## src/rtl/multiword_pkg.sv

```systemverilog
// Shared types and defaults for the multi-word adder controller.
// State encoding, default sizes and index-width helper.
package multiword_pkg;

  typedef enum logic [1:0] {
    IDLE,
    RUN,
    DONE
  } state_t;

  localparam int N_DEF     = 10;
  localparam int WORDS_DEF = 4;

  function automatic int idx_w(input int words);
    return (words > 1) ? $clog2(words) : 1;
  endfunction

endpackage

```

## src/rtl/multiword_add_ctrl_adder.sv

```systemverilog
// N-bit ripple-carry adder, purely combinational.
// One full-adder cell per bit, carry chained LSB to MSB.
module multiword_add_ctrl_adder #(
  parameter int N = 10
) (
  input  logic [N-1:0] a,
  input  logic [N-1:0] b,
  input  logic         cin,
  output logic [N-1:0] o,
  output logic         co
);

  logic [N:0] c;

  always_comb begin
    c    = '0;
    o    = '0;
    c[0] = cin;
    for (int i = 0; i < N; i++) begin
      o[i]   = a[i] ^ b[i] ^ c[i];
      c[i+1] = (a[i] & b[i]) | (c[i] & (a[i] ^ b[i]));
    end
  end

  assign co = c[N];

endmodule

```

## src/rtl/multiword_add_ctrl.sv

```systemverilog
// Word-serial multi-precision adder around one N-bit ripple adder.
// MULTIWORD_OVERFLOW_FLAG_EN enables the signed overflow flag.
module multiword_add_ctrl
  import multiword_pkg::*;
#(
  parameter int N     = N_DEF,
  parameter int WORDS = WORDS_DEF
) (
  input  logic               clk,
  input  logic               rst,
  input  logic               start,
  input  logic [N*WORDS-1:0] a_in,
  input  logic [N*WORDS-1:0] b_in,
  input  logic               cin,
  output logic               busy,
  output logic               done,
  output logic [N*WORDS-1:0] sum_out,
  output logic               cout,
  output logic               ovf
);

  localparam int W  = N * WORDS;
  localparam int IW = idx_w(WORDS);
  localparam logic [IW-1:0] LAST = IW'(WORDS - 1);

  state_t        state;
  logic [IW-1:0] idx;
  logic          carry;
  logic [W-1:0]  a_q;
  logic [W-1:0]  b_q;
  logic [N-1:0]  a_w;
  logic [N-1:0]  b_w;
  logic [N-1:0]  o;
  logic          co;

  assign a_w = a_q[int'(idx)*N +: N];
  assign b_w = b_q[int'(idx)*N +: N];

  multiword_add_ctrl_adder #(
    .N(N)
  ) u_add (
    .a  (a_w),
    .b  (b_w),
    .cin(carry),
    .o  (o),
    .co (co)
  );

  always_ff @(posedge clk) begin
    if (rst) begin
      state   <= IDLE;
      idx     <= '0;
      carry   <= 1'b0;
      a_q     <= '0;
      b_q     <= '0;
      busy    <= 1'b0;
      done    <= 1'b0;
      sum_out <= '0;
      cout    <= 1'b0;
    end else begin
      unique case (state)
        IDLE: begin
          done <= 1'b0;
          if (start) begin
            a_q     <= a_in;
            b_q     <= b_in;
            carry   <= cin;
            idx     <= '0;
            sum_out <= '0;
            cout    <= 1'b0;
            busy    <= 1'b1;
            state   <= RUN;
          end
        end
        RUN: begin
          sum_out[int'(idx)*N +: N] <= o;
          if (idx == LAST) begin
            cout  <= co;
            busy  <= 1'b0;
            done  <= 1'b1;
            state <= DONE;
          end else begin
            carry <= co;
            idx   <= idx + 1'b1;
          end
        end
        DONE: begin
          done  <= 1'b0;
          state <= IDLE;
        end
        default: state <= IDLE;
      endcase
    end
  end

`ifdef MULTIWORD_OVERFLOW_FLAG_EN
  // Top word's adder output carries sum[W-1] on the final RUN edge.
  always_ff @(posedge clk) begin
    if (rst) begin
      ovf <= 1'b0;
    end else if (state == IDLE && start) begin
      ovf <= 1'b0;
    end else if (state == RUN && idx == LAST) begin
      ovf <= (a_q[W-1] == b_q[W-1]) && (o[N-1] != a_q[W-1]);
    end
  end
`else
  assign ovf = 1'b0;
`endif

endmodule

```

## config.mk

```make
export PLATFORM = sky130hd
export DESIGN_NAME = multiword_add_ctrl
export DESIGN_NICKNAME = d
export VERILOG_FILES = /design/src/rtl/multiword_pkg.sv /design/src/rtl/multiword_add_ctrl_adder.sv /design/src/rtl/multiword_add_ctrl.sv
export SDC_FILE = /design/constraint.sdc
export NUM_CORES = 1
export LEC_CHECK = 0
export CAP_MARGIN = 20
export CORE_ASPECT_RATIO = 1.75
export CORE_UTILIZATION = 55
export DETAILED_ROUTE_END_ITERATION = 8
export PLACE_DENSITY = 0.92
export SETUP_SLACK_MARGIN = 0.3
export SLEW_MARGIN = 20
export SYNTH_ARGS = -nofsm -noshare
export SYNTH_HDL_FRONTEND = slang
export SYNTH_SLANG_ARGS = --single-unit
```

## constraint.sdc

```tcl
create_clock -name clk -period 14.1 [get_ports clk]
set_input_delay 1.41 -clock clk [delete_from_list [all_inputs] [get_ports clk]]
set_output_delay 1.41 -clock clk [all_outputs]
set_load 0.01 [all_outputs]
```

==> flow_summary.ini, run 1 <==
[run]
cap_violations = 0

[critical_path]
path_class = flip-flop to flip-flop
crit_path_end_kind = flip-flop
critical-path-max-stage-delay_ns = 0.75
slowest_stage = fa_1
start_kind = flip-flop
cp.arrival_ns = 6.25
cp_cell_sequence = buf_4, mux4_2, inv_1, fa_1, fa_1, fa_1, fa_1, inv_1, fa_1, fa_1, fa_1, inv_1, fa_1, fa_1, and2_1, nor2_1, a221oi_1, o2bb2ai_1
crit_required_ns = 14.39
cp_max_fo = 54
cp_common_cell = fa_1
critPathBufInv = 4
cpLargestDelayFamily = adder cells

[routing]
antenna_left = 0
top_layer = met4
wl_met3_um = 985
drtIter0Drc = 448
wl_met1_um = 6390
first_pass_iters = 5
route.met2.wl_um = 10500
drc = 0
drt-wirelength-per-cell_um = 20.5
vias = 5812
routed_via_density = 6.14
wirelength_um = 19400

[placed_design]
globalplace.congestion = 0.915
numPortBuffers = 126
placed_cells_incl_taps = 915
dp_hpwl_um = 13300

[global_routing]
grtUsageTotal_pct = 36.1
grt_max_degree = 84
grt_pass1_wl_um = 30900
grt_pass1_vias = 6054
grt_antenna_before_repair = 0
grt_overflow = 0

[floorplan]
fp.dieH_um = 142
die_x_um = 82.0
die-area_sq_um = 11600
num_io_pins = 128
start_util_pct = 56.9
num_rows = 50
core-area_sq_um = 10800

[sta]
fmax_ghz = 0.168
period_needed_ns = 5.96
skew_ns = 0.00835
rsz0062_at_grt = no
setup_viol = 0
fin_crit_sh_pct = 42.3
hold_viol = 0
maxSlewHeadroom_pct = 39.6
finalMaxSlewViolations = 0
tns_ns = 0
tightest_slew_ns = 0.901

[clock_tree]
cts-resized-gates = 0
insertion_delay_ns = 0.42
cts_hold_buf = 0
clockRootBuffer = clkbuf_16
cts_setup_buffers = 0
clk_path_buf_depth = 2
path_clk_slew_ns = 0.06
cts_sinks = 128
tritoncts = built
cts_buffers = 17
h-tree-depth = 4

[finish]
multi_input_comb_area_sq_um = 3260
antennaDiodeCount = 0
fin_cells = 947
most-common-layout-cells = nand2_1, dfxtp_1, clkdlybuf4s50_1
nFillCells = 719
nets = 905
drive_above_1_share_pct = 8.81
final_common_cell = nand2_1
syn_to_final_growth_pct = 30.2
seqCellArea_sq_um = 2560

[pwr]
power_leakage_nw = 2.90
p_total_mw = 1.04
ir_worst_vdd_uv = 117
p_per_area_nw_per_um2 = 129

[yosys]
asyncSetResetFlopFracSynth_pct = 0
synth_compound_area_share_pct = 18.0
synth_area_sq_um = 6150
synth.area.top_cells = dfxtp_1, nand2_1, a21oi_1
yosys.area_share.simple_pct = 20.9
yosysTopAreaCellShare_pct = 41.6
synth.area.mux_share_pct = 9.19
synth-main-ff-cell = dfxtp_1
synthAdderAreaFrac_pct = 4.68
yosysWarnings = 0
ys_seq_area_share_pct = 41.6
synth_top_family_by_area = simple AND/OR/NAND/NOR gates
synthCells = 707
yosysTopAreaCell = dfxtp_1
synthXorXnorAreaFrac_pct = 0
ys_ff_latch = 128
syn_area_per_cell_sq_um = 8.71
ys_types = 52
syn_nets = 808
synth_edf_count = 0

[status]
status = finished clean

[min_path]
hold_class = flip-flop to flip-flop
## area by class of cell
| type | count | share of cell area (%) |
|---|---|---|
| clock inverter | 10 | 1.86 |
| clock buffer | 22 | 6.04 |
| sequential | 128 | 32.0 |
| multi-input combinational | 501 | 40.7 |
| timing repair buffer | 132 | 16.3 |
| tap | 130 | 2.03 |
| inverter | 24 | 1.12 |
## power breakdown
part,switching [mW],internal [mW],leakage (nW)
sequential,0.0124,0.379,1.05
clock,0.169,0.299,0.304
combinational,0.103,0.0730,1.56
total,0.285,0.751,2.90
## flip-flops by register name (all words and copies together) (netlist names)
name,cells
busy,1
cout,1
a_q,40
carry,1
done,1
state,2
idx,2
sum_out,40
b_q,40
## layer usage
metal / vias to the layer above / GRT usage (%)
met5: - / 0
met4: 0 / 26.8
met3: 91 / 7.56
met2: 303 / 62.2
met1: 2768 / 37.1
li1: 2650 / -
## path summary, 6_finish.rpt
check,from,end,slack [ns],depth (start not counted)
max reg2reg,idx[0],sum_out[29],8.14,18
max,idx[0],sum_out[29],8.14,18
min reg2reg,b_q[27],b_q[27],0.46,2
min,b_q[27],b_q[27],0.46,2
## through the flow
step	setup WS, ns	instance area (sq um)	hold WS (ns)	utilization [%]
after global placement	8.38	7380	0.442	68.2
after detailed placement	8.23	7380	0.448	68.2
after global routing	7.84	8010	0.471	74.0
after floorplan	8.89	6150	0.433	-
final	8.14	8010	0.458	74.0
after CTS	8.19	8010	0.456	74.0
## Yosys cell counts (all sizes together) (2+ instances only)
library cell	count
nor2b	8
buf	34
nor4b	2
mux4	21
nand3b	5
nor3	5
a211oi	5
a221o	4
o2bb2ai	11
nor4	4
a22o	9
nor3b	8
dfxtp	128
nand2b	16
nand3	8
a31oi	4
mux2i	7
a221oi	4
and2	2
o21ai	3
a21oi	102
clkbuf	20
a211o	7
ha	7
nor2	28
fa	10
a21o	8
nand4b	2
a22oi	14
mux2	2
nand2	180
and3	5
inv	24
## worst min-delay path, cell delays in order, from the launching register on
cell and delay, ns:
dfxtp_1 0.31, nand2_1 0.05, a21oi_1 0.05
## cell families after synthesis
| family | count (synthesis) |
|---|---|
| other cells | 1 |
| buf+inv | 78 |
| mux | 30 |
| compound gates | 176 |
| fa+ha+maj | 17 |
| flops | 128 |
| simple gates | 277 |
(Power assumes the default switching activity.)
==> inputs of run 2 (changes only) <==
CORE_UTILIZATION = 47   (was 55)
PLACE_DENSITY = 0.84   (was 0.92)
clock period = 5.4 ns   (was 14.1 ns; I/O delays follow)
==> run 2 against run 1 <==
Non-clock buffer count rose by 3. First-iteration DRC count fell by 23%. Sequential share of layout area fell by 0.29 points.
==> flow_summary.ini, run 2 (synthesized netlist as in run 1, its figures left out) <==
[clock_tree]
h-tree-depth = 4
path_clk_slew_ns = 0.05
cts_buffers = 17
tritoncts = built
clk_path_buf_depth = 2
clockRootBuffer = clkbuf_16
cts_sinks = 128
insertion_delay_ns = 0.42

[floorplan]
die_x_um = 88.5
num_rows = 55
fp.dieH_um = 153
num_io_pins = 128
die-area_sq_um = 13600
core-area_sq_um = 12900
start_util_pct = 47.8

[finish]
top_regs = a_q (40), b_q (40), sum_out (40)
nFillCells = 1082
syn_to_final_growth_pct = 31.4
nets = 908
design_area_sq_um = 8090
final_common_cell = nand2_1
antennaDiodeCount = 0
most-common-layout-cells = nand2_1, dfxtp_1, clkdlybuf4s50_1
drive_above_1_share_pct = 10.5
seqCellArea_sq_um = 2560
multi_input_comb_area_sq_um = 3300

[sta]
finalMaxSlewViolations = 0
maxSlewHeadroom_pct = 35.1
rsz0062_at_grt = no
skew_ns = 0.00840
period_needed_ns = 4.96
hold_viol = 0
fmax_ghz = 0.202
tns_ns = 0
setup_viol = 0
fin_crit_sh_pct = 91.9
tightest_slew_ns = 0.974

[routing]
first_pass_iters = 6
drtIter0Drc = 347
wirelength_um = 18100
antenna_left = 0
vias = 5607
drc = 0
drt-wirelength-per-cell_um = 18.3
routed_via_density = 5.67

[global_routing]
grtUsageTotal_pct = 28.6
grt_max_degree = 91
grt_pass1_wl_um = 28900
met2_usage_pct = 50.4
grt_pass1_vias = 5721
met3_usage_pct = 5.08
grt_overflow = 0
grt_antenna_before_repair = 0
grt_busiest_layer = met2
met1_usage_pct = 28.7

[critical_path]
cp_common_cell = fa_2
path_class = flip-flop to flip-flop
slowest_stage = fa_2
crit_path_end_kind = flip-flop
start_kind = flip-flop
crit_required_ns = 5.70
cp_cell_sequence = mux4_2, inv_1, fa_2, fa_2, fa_1, fa_2, fa_2, inv_2, fa_2, fa_2, fa_1, inv_1, fa_2, fa_2, and2_4, nor2_1, a221oi_2, o2bb2ai_1
cp.arrival_ns = 5.26
critical-path-max-stage-delay_ns = 0.66
cp_max_fo = 8

[min_path]
hold_class = flip-flop to flip-flop

[placed_design]
globalplace.congestion = 0.974
dpl-instance-area_sq_um = 7460
dp_hpwl_um = 12900
numPortBuffers = 126

[run]
cap_violations = 0

[pwr]
p_per_area_nw_per_um2 = 326
power_leakage_nw = 2.91
ir_worst_vdd_uv = 205

[status]
status = finished clean
==> run 2: cell count changes in the layout (fill, tap and decap cells not counted), moves of 2 or more <==
| cell | previous run | this run |
|---|---|---|
| fa_1 | 10 | 2 |
| fa_2 | 0 | 8 |
| clkinv_2 | 0 | 5 |
| inv_6 | 3 | 0 |
| buf_4 | 7 | 9 |
| clkbuf_8 | 4 | 2 |
==> run 2: per-layer routing <==
layer  vias up  wire (um)
met3        80        818
met1      2628       6030
met5         -          0
met2       245       9890
li1       2654          -
met4         0       1370
==> run 2: worst paths after layout <==
| check | start | cells past startpoint | end | slack [ns] |
|---|---|---|---|---|
| setup / recovery | idx[0] | 18 | sum_out[29] | 0.44 |
| setup reg to reg | idx[0] | 18 | sum_out[29] | 0.44 |
| hold / removal | a_q[32] | 2 | a_q[32] | 0.45 |
| hold reg to reg | a_q[32] | 2 | a_q[32] | 0.45 |
==> run 2: critical path: cells and delay by family (launching register included) <==
family / cells / cell delay (ns)
buffers and inverters: 3 / 0.18
AOI/OAI and AO/OA: 2 / 0.41
muxes: 1 / 0.33
adders and majority gates: 10 / 3.34
DFF: 1 / 0.35
and+or+nand+nor: 2 / 0.24
==> run 2: final cells by class <==
class / count / area share (%)
clock buffer: 19 / 5.60
sequential: 128 / 31.7
timing repair buffer: 135 / 16.4
inverter: 24 / 1.11
multi-input combinational: 501 / 40.8
tap: 171 / 2.65
clock inverter: 11 / 1.73
==> run 2: stage by stage <==
step           cells  total power [mW]  hold WS (ns)  setup slack (ns)  utilization, %
3_5_place_dp     958              1.48         0.446             0.338            58.0
3_3_place_gp     958              1.48         0.441             0.424            58.0
6_report         989              2.64         0.454             0.440            62.8
2_1_floorplan    707              1.32         0.433             0.326               -
5_1_grt          989              2.73         0.471             0.282            62.8
4_1_cts          988              2.63         0.455             0.318            62.6
==> run 2: where the power goes <==
part	leakage [nW]	total, mW	internal, mW	switching, mW
Combinational	1.58	0.470	0.199	0.271
Clock	0.294	1.15	0.741	0.414
Sequential	1.05	1.02	0.990	0.0267
Total	2.91	2.64	1.93	0.711
==> run 2: repair_timing <==
item,CTS,global route
resized for setup,0,10
buffers inserted,0,1
endpoints found under the setup margin,0,25
hold buffers,0,0
endpoints found under the hold margin,0,0
